<file path="src/rtl/riscv_pkg.sv">
// Shared encodings for the multi-cycle RISC-V control path: opcodes, ALU ops,
// datapath mux selects and the control FSM state type.
package riscv_pkg;

  localparam logic [6:0] OP_LOAD   = 7'b0000011;
  localparam logic [6:0] OP_STORE  = 7'b0100011;
  localparam logic [6:0] OP_RTYPE  = 7'b0110011;
  localparam logic [6:0] OP_ITYPE  = 7'b0010011;
  localparam logic [6:0] OP_BRANCH = 7'b1100011;
  localparam logic [6:0] OP_JAL    = 7'b1101111;
  localparam logic [6:0] OP_LUI    = 7'b0110111;

  localparam logic [2:0] F3_WORD = 3'b010;
  localparam logic [2:0] F3_BEQ  = 3'b000;
  localparam logic [2:0] F3_BNE  = 3'b001;

  localparam logic [2:0] ALU_OP_R   = 3'b000;
  localparam logic [2:0] ALU_OP_I   = 3'b001;
  localparam logic [2:0] ALU_OP_LUI = 3'b010;
  localparam logic [2:0] ALU_OP_ADD = 3'b011;
  localparam logic [2:0] ALU_OP_SUB = 3'b100;

  localparam logic [1:0] SRC_A_PC    = 2'b00;
  localparam logic [1:0] SRC_A_OLDPC = 2'b01;
  localparam logic [1:0] SRC_A_RS1   = 2'b10;

  localparam logic [1:0] SRC_B_RS2  = 2'b00;
  localparam logic [1:0] SRC_B_IMM  = 2'b01;
  localparam logic [1:0] SRC_B_FOUR = 2'b10;

  localparam logic [1:0] RES_ALUOUT = 2'b00;
  localparam logic [1:0] RES_MDR    = 2'b01;
  localparam logic [1:0] RES_ALU    = 2'b10;

  typedef enum logic [3:0] {
    ST_IDLE     = 4'd0,
    ST_FETCH    = 4'd1,
    ST_DECODE   = 4'd2,
    ST_MEMADR   = 4'd3,
    ST_MEMREAD  = 4'd4,
    ST_MEMWB    = 4'd5,
    ST_MEMWRITE = 4'd6,
    ST_EXEC_R   = 4'd7,
    ST_EXEC_I   = 4'd8,
    ST_LUI      = 4'd9,
    ST_ALUWB    = 4'd10,
    ST_BRANCH   = 4'd11,
    ST_JAL      = 4'd12,
    ST_TRAP     = 4'd13
  } state_t;

endpackage

</file>
<file path="src/rtl/mem_wait_timer.sv">
// Counts consecutive not-ready cycles of a memory access and flags expiry
// on the cycle the count would reach MEM_WAIT_MAX.
module mem_wait_timer #(
  parameter int unsigned MEM_WAIT_MAX = 255
) (
  input  logic clk,
  input  logic reset,
  input  logic active,
  input  logic ready,
  output logic expired
);

  logic [15:0] count;

  always_ff @(posedge clk or posedge reset) begin
    if (reset)
      count <= '0;
    else if (!active || ready)
      count <= '0;
    else
      count <= count + 16'd1;
  end

  // ready in the same cycle suppresses expiry
  assign expired = active && !ready && (count == 16'(MEM_WAIT_MAX - 1));

endmodule

</file>
<file path="src/rtl/multicycle_control.sv">
// Main control FSM of the multi-cycle RISC-V core: sequences instructions and
// decodes datapath controls from the state register.
// states: IDLE | FETCH (IR load) | DECODE | MEMADR | MEMREAD | MEMWB | MEMWRITE |
//   EXEC_R | EXEC_I | LUI | ALUWB (rd write) | BRANCH | JAL | TRAP (absorbing)
module multicycle_control
  import riscv_pkg::*;
#(
  parameter int unsigned MEM_WAIT_MAX = 255
) (
  input  logic        clk,
  input  logic        reset,
  input  logic [6:0]  opcode_i,
  input  logic [2:0]  funct3_i,
  input  logic        zero_i,
  input  logic        mem_ready_i,
  output logic        mem_req_o,
  output logic        mem_write_o,
  output logic        i_or_d_o,
  output logic        ir_write_o,
  output logic        pc_write_o,
  output logic        reg_write_o,
  output logic [1:0]  alu_src_a_o,
  output logic [1:0]  alu_src_b_o,
  output logic [2:0]  alu_op_o,
  output logic [1:0]  result_src_o,
  output logic        illegal_o,
  output logic        timeout_o,
  output logic        retire_o,
  output logic [31:0] instret_o,
  output logic [3:0]  state_o
);

  state_t state, state_next;
  logic   mem_expired;
  logic   set_illegal;
  logic   set_timeout;
  logic   is_word;

  assign is_word = (funct3_i == F3_WORD);
  assign state_o = state;

  mem_wait_timer #(.MEM_WAIT_MAX(MEM_WAIT_MAX)) u_timer (
    .clk     (clk),
    .reset   (reset),
    .active  (mem_req_o),
    .ready   (mem_ready_i),
    .expired (mem_expired)
  );

  always_ff @(posedge clk or posedge reset) begin
    if (reset)
      state <= ST_IDLE;
    else
      state <= state_next;
  end

  always_comb begin
    state_next  = state;
    set_illegal = 1'b0;
    set_timeout = 1'b0;
    case (state)
      ST_IDLE: state_next = ST_FETCH;
      ST_FETCH: begin
        if (mem_ready_i) state_next = ST_DECODE;
        else if (mem_expired) begin
          state_next  = ST_TRAP;
          set_timeout = 1'b1;
        end
      end
      ST_DECODE: begin
        case (opcode_i)
          OP_LOAD, OP_STORE: state_next = is_word ? ST_MEMADR : ST_TRAP;
          OP_RTYPE:  state_next = ST_EXEC_R;
          OP_ITYPE:  state_next = ST_EXEC_I;
          OP_BRANCH: state_next = (funct3_i == F3_BEQ || funct3_i == F3_BNE) ? ST_BRANCH : ST_TRAP;
          OP_JAL:    state_next = ST_JAL;
          OP_LUI:    state_next = ST_LUI;
          default:   state_next = ST_TRAP;
        endcase
        set_illegal = (state_next == ST_TRAP);
      end
      ST_MEMADR: state_next = (opcode_i == OP_LOAD) ? ST_MEMREAD : ST_MEMWRITE;
      ST_MEMREAD, ST_MEMWRITE: begin
        if (mem_ready_i) state_next = (state == ST_MEMREAD) ? ST_MEMWB : ST_FETCH;
        else if (mem_expired) begin
          state_next  = ST_TRAP;
          set_timeout = 1'b1;
        end
      end
      ST_MEMWB, ST_ALUWB, ST_BRANCH: state_next = ST_FETCH;
      ST_EXEC_R, ST_EXEC_I, ST_LUI, ST_JAL: state_next = ST_ALUWB;
      ST_TRAP: state_next = ST_TRAP;
      default: state_next = ST_IDLE;
    endcase
  end

  always_comb begin
    mem_req_o    = 1'b0;
    mem_write_o  = 1'b0;
    i_or_d_o     = 1'b0;
    ir_write_o   = 1'b0;
    pc_write_o   = 1'b0;
    reg_write_o  = 1'b0;
    retire_o     = 1'b0;
    alu_src_a_o  = SRC_A_PC;
    alu_src_b_o  = SRC_B_RS2;
    alu_op_o     = ALU_OP_R;
    result_src_o = RES_ALUOUT;
    case (state)
      ST_FETCH: begin
        mem_req_o   = 1'b1;
        alu_src_b_o = SRC_B_FOUR;
        alu_op_o    = ALU_OP_ADD;
        ir_write_o  = mem_ready_i;
        pc_write_o  = mem_ready_i;
      end
      ST_DECODE: begin
        alu_src_a_o = SRC_A_OLDPC;
        alu_src_b_o = SRC_B_IMM;
        alu_op_o    = ALU_OP_ADD;
      end
      ST_MEMADR: begin
        alu_src_a_o = SRC_A_RS1;
        alu_src_b_o = SRC_B_IMM;
        alu_op_o    = ALU_OP_ADD;
      end
      ST_MEMREAD: begin
        mem_req_o = 1'b1;
        i_or_d_o  = 1'b1;
      end
      ST_MEMWB: begin
        reg_write_o  = 1'b1;
        result_src_o = RES_MDR;
        retire_o     = 1'b1;
      end
      ST_MEMWRITE: begin
        mem_req_o   = 1'b1;
        mem_write_o = 1'b1;
        i_or_d_o    = 1'b1;
        retire_o    = mem_ready_i;
      end
      ST_EXEC_R: alu_src_a_o = SRC_A_RS1;
      ST_EXEC_I: begin
        alu_src_a_o = SRC_A_RS1;
        alu_src_b_o = SRC_B_IMM;
        alu_op_o    = ALU_OP_I;
      end
      ST_LUI: begin
        alu_src_b_o = SRC_B_IMM;
        alu_op_o    = ALU_OP_LUI;
      end
      ST_ALUWB: begin
        reg_write_o = 1'b1;
        retire_o    = 1'b1;
      end
      ST_BRANCH: begin
        alu_src_a_o = SRC_A_RS1;
        alu_op_o    = ALU_OP_SUB;
        pc_write_o  = (funct3_i == F3_BEQ && zero_i) || (funct3_i == F3_BNE && !zero_i);
        retire_o    = 1'b1;
      end
      ST_JAL: begin
        alu_src_a_o = SRC_A_OLDPC;
        alu_src_b_o = SRC_B_FOUR;
        alu_op_o    = ALU_OP_ADD;
        pc_write_o  = 1'b1;
      end
      default: ;
    endcase
  end

  always_ff @(posedge clk or posedge reset) begin
    if (reset) begin
      illegal_o <= 1'b0;
      timeout_o <= 1'b0;
      instret_o <= '0;
    end else begin
      if (set_illegal) illegal_o <= 1'b1;
      if (set_timeout) timeout_o <= 1'b1;
      if (retire_o) instret_o <= instret_o + 32'd1;
    end
  end

endmodule
</file>
<file path="config.mk">
export PLATFORM = sky130hd
export DESIGN_NAME = multicycle_control
export DESIGN_NICKNAME = d
export VERILOG_FILES = /design/src/rtl/riscv_pkg.sv /design/src/rtl/mem_wait_timer.sv /design/src/rtl/multicycle_control.sv
export SDC_FILE = /design/constraint.sdc
export NUM_CORES = 1
export LEC_CHECK = 0
export ABC_CLOCK_PERIOD_IN_PS = 1900
export CAP_MARGIN = 0
export CORE_ASPECT_RATIO = 0.6
export CORE_MARGIN = 4
export CORE_UTILIZATION = 35
export DETAILED_ROUTE_END_ITERATION = 10
export PLACE_DENSITY = 0.71
export SLEW_MARGIN = 20
export SYNTH_ARGS = -nofsm -noshare
export SYNTH_HDL_FRONTEND = slang
export SYNTH_SLANG_ARGS = --single-unit
</file>
<file path="constraint.sdc">
create_clock -name clk -period 1.9 [get_ports clk]
set_input_delay 0.475 -clock clk [delete_from_list [all_inputs] [get_ports clk]]
set_output_delay 0.475 -clock clk [all_outputs]
set_load 0.01 [all_outputs]
</file>
==> impl_metrics.ini <==
[clock_tree]
clk_pin_slew_ns = 0.07
cts_root_buf = clkbuf_16
cts_buffer_depth = 2
clk_latency_ns = 0.28
numCtsBuffers = 5
cts_tree = yes
cts-htree-levels = 2
cts.sinks = 54

[pwr]
ir_drop_v = 0.000431
p_leak_uw = 0.00215
power_density_nw_per_um2 = 1090

[yosys]
synth-seq-area-share_pct = 45.6
async_reset_ff_share_pct = 100
synth.distinct_cells = 56
synth_fp_nets = 322
yosysWarnings = 0
yosys.area.top_type = dfrtp_1
synth_ff_type = dfrtp_1
synth_top_area_share_pct = 45.6
synth-seq-cells = 54
synthCells = 305
netlist_top_cells_area = dfrtp_1 46%, xnor2_1 11%, nor2_1 4.8%
avgSynthCellArea_um2 = 9.72
syn_area_um2 = 2960
synth-edff-count = 0

[setup_path]
cp-startpoint = state_o[0]
cp-end-kind = flip-flop
reg2reg_from = state_o[0]
path_max_fanout = 5
cp-start-kind = flip-flop
required_ns = 2.07
critical_path_arrival_ns = 2.29
path_class = flip-flop to flip-flop

[die]
io_pins = 68
row_count = 25
die_area_um2 = 10100
core_um2 = 8040
start_util_pct = 36.9
die_h_um = 79.3
die_w_um = 127

[detailed_routing]
drc = 0
viasPerCell = 5.05
vias = 2779
firstDrtPassIters = 4
wl_met3_um = 348
met1_length_mm = 4.22
routed.top_layer = met4
first_iter_violations = 193
drtAntennaViolNets = 0
drt_wl_total_mm = 8.78
wl_met2_mm = 4.16
wire_per_inst_um = 16.0

[grt]
grt_use_total_pct = 16.6
antenna_found_initial = 0
grt_pass1_vias = 2774
grt_max_degree = 42
grt_remaining_overflow = 0
grt_pass1_wl_mm = 13.6

[sta]
period_needed_ns = 2.12
clock_skew_ns = 0.00456
hold_viol = 0
finalWorstSetupSlack_ns = -0.221
fin_crit_sh_pct = 112
tns_ns = -3.77
rsz0062_at_grt = yes
slew_violations = 0
whs_ns = 0.461
timing.fmax_mhz = 472
setup_viol = 33

[run_status]
violations = setup timing
outcome = complete, but fails checks

[layout]
nets = 459
diodes = 0
fin_cells = 550
syn2layout_area_growth_pct = 62.6
n_fill_cell = 614
drive_gt1_share_pct = 36.7

[worst_hold_path]
min_path_type = input port to asynchronous set/reset pin

[run]
maxCapViolCount = 0

[placed_design]
numPortBuffers = 66
place.gp.congestion = 0.884
dp_cells = 517
dpl.hpwl_mm = 5.77
## cells by family (layout without fill, tap and decap cells)
| kind of cell | after synthesis | after routing | share of synthesized area (%) |
|---|---|---|---|
| other cells | 1 | 1 | 0.127 |
| mux | 1 | 1 | 0.380 |
| xor+xnor | 46 | 46 | 13.6 |
| compound gates | 32 | 32 | 7.98 |
| simple gates | 151 | 151 | 28.1 |
| fa+ha+maj | 3 | 3 | 1.27 |
| buf+inv | 17 | 154 | 2.95 |
| flops | 54 | 54 | 45.6 |
## layer usage
layer  up-vias  track usage, %
met5         -               0
met2        64            26.6
met3         4            3.83
met4         0            2.68
li1       1345               -
met1      1366            23.4
## cells in the mapped netlist (all sizes together) (2+ instances only)
cell type and n:
a21oi 6, nand2 27, buf 5, and3 10
and2b 2, o21ai 9, clkbuf 7, o21a 3
nor2b 2, or3 2, nor2 38, or2 3
xor2 10, nor4 3, xnor2 36, a211oi 2
nor3b 5, nand3 24, and4 7, nor3 7
nand4 10, dfrtp 54, or4 2, and2 2
inv 5, ha 3, o31ai 3
## flip-flops by register name, summed over array words and instances (netlist names)
signal	cells
state_o	4
instret_o	32
timeout_o	1
u_timer.count	16
illegal_o	1
## cells in the final DEF (no fill, tap or decap), types with 6 or more instances in the layout
cell,instances
nor3_1,6
clkdlybuf4s50_1,43
and3_1,9
nand2_1,20
buf_6,29
and4_1,7
nand4_1,10
o21ai_0,6
nand3_1,14
buf_4,47
dlygate4sd2_1,7
nand3_2,6
buf_2,10
nor2_1,32
xnor2_1,31
xor2_1,10
dfrtp_1,50
## metrics by stage
| stage | util (%) | area [um^2] | worst slack [ns] | total power, uW |
|---|---|---|---|---|
| floorplan | - | 3000 | -0.0257 | 2410 |
| global placement | 51.1 | 4110 | -0.548 | 3410 |
| detailed placement | 51.1 | 4110 | -0.554 | 3440 |
| CTS | 56.1 | 4510 | -0.111 | 4760 |
| global route | 60.0 | 4820 | -0.308 | 5510 |
| finish | 60.0 | 4820 | -0.221 | 5230 |
## worst max-delay path, stage by stage, from the launching register on
cell and delay [ns]:
dfrtp_2 0.46, buf_6 0.14, nor3b_4 0.23, buf_4 0.16
a311oi_4 0.09, buf_6 0.16, nor4b_4 0.31, buf_6 0.17
nand4_1 0.12, xnor2_1 0.16
## layout make-up
class / count / area (um^2) / share of cell area, %
Clock inverter: 2 / 13.8 / 0.286
Clock buffer: 5 / 125 / 2.60
Tap cell: 108 / 135 / 2.80
Inverter: 5 / 18.8 / 0.389
Sequential cell: 54 / 1360 / 28.1
Timing Repair Buffer: 142 / 1320 / 27.3
Multi-Input combinational cell: 234 / 1850 / 38.5
## where the power goes
| part | internal [uW] | total (uW) | leakage (uW) | switching, uW |
|---|---|---|---|---|
| Sequential | 1260 | 1450 | 0.000732 | 188 |
| Clock | 484 | 878 | 0.0000701 | 395 |
| Combinational | 1570 | 2910 | 0.00135 | 1330 |
## final timing paths
kind | to | slack [ns] | cells past startpoint
max in group asynchronous | state_o[1] | 0.91 | 3
worst max-delay path | instret_o[14] | -0.22 | 9
worst min-delay path | instret_o[6] | 0.46 | 2
min in group clk | instret_o[31] | 0.47 | 1
worst min register to register | instret_o[31] | 0.47 | 1
worst max register to register | instret_o[14] | -0.22 | 9
## timing repair
action,in CTS,in global routing
buffers inserted,19,10
gates cloned,1,1
hold buffers,0,0
pin swaps,17,24
resized for setup,110,66
setup endpoints to repair,44,45
(Power assumes the default switching activity.)
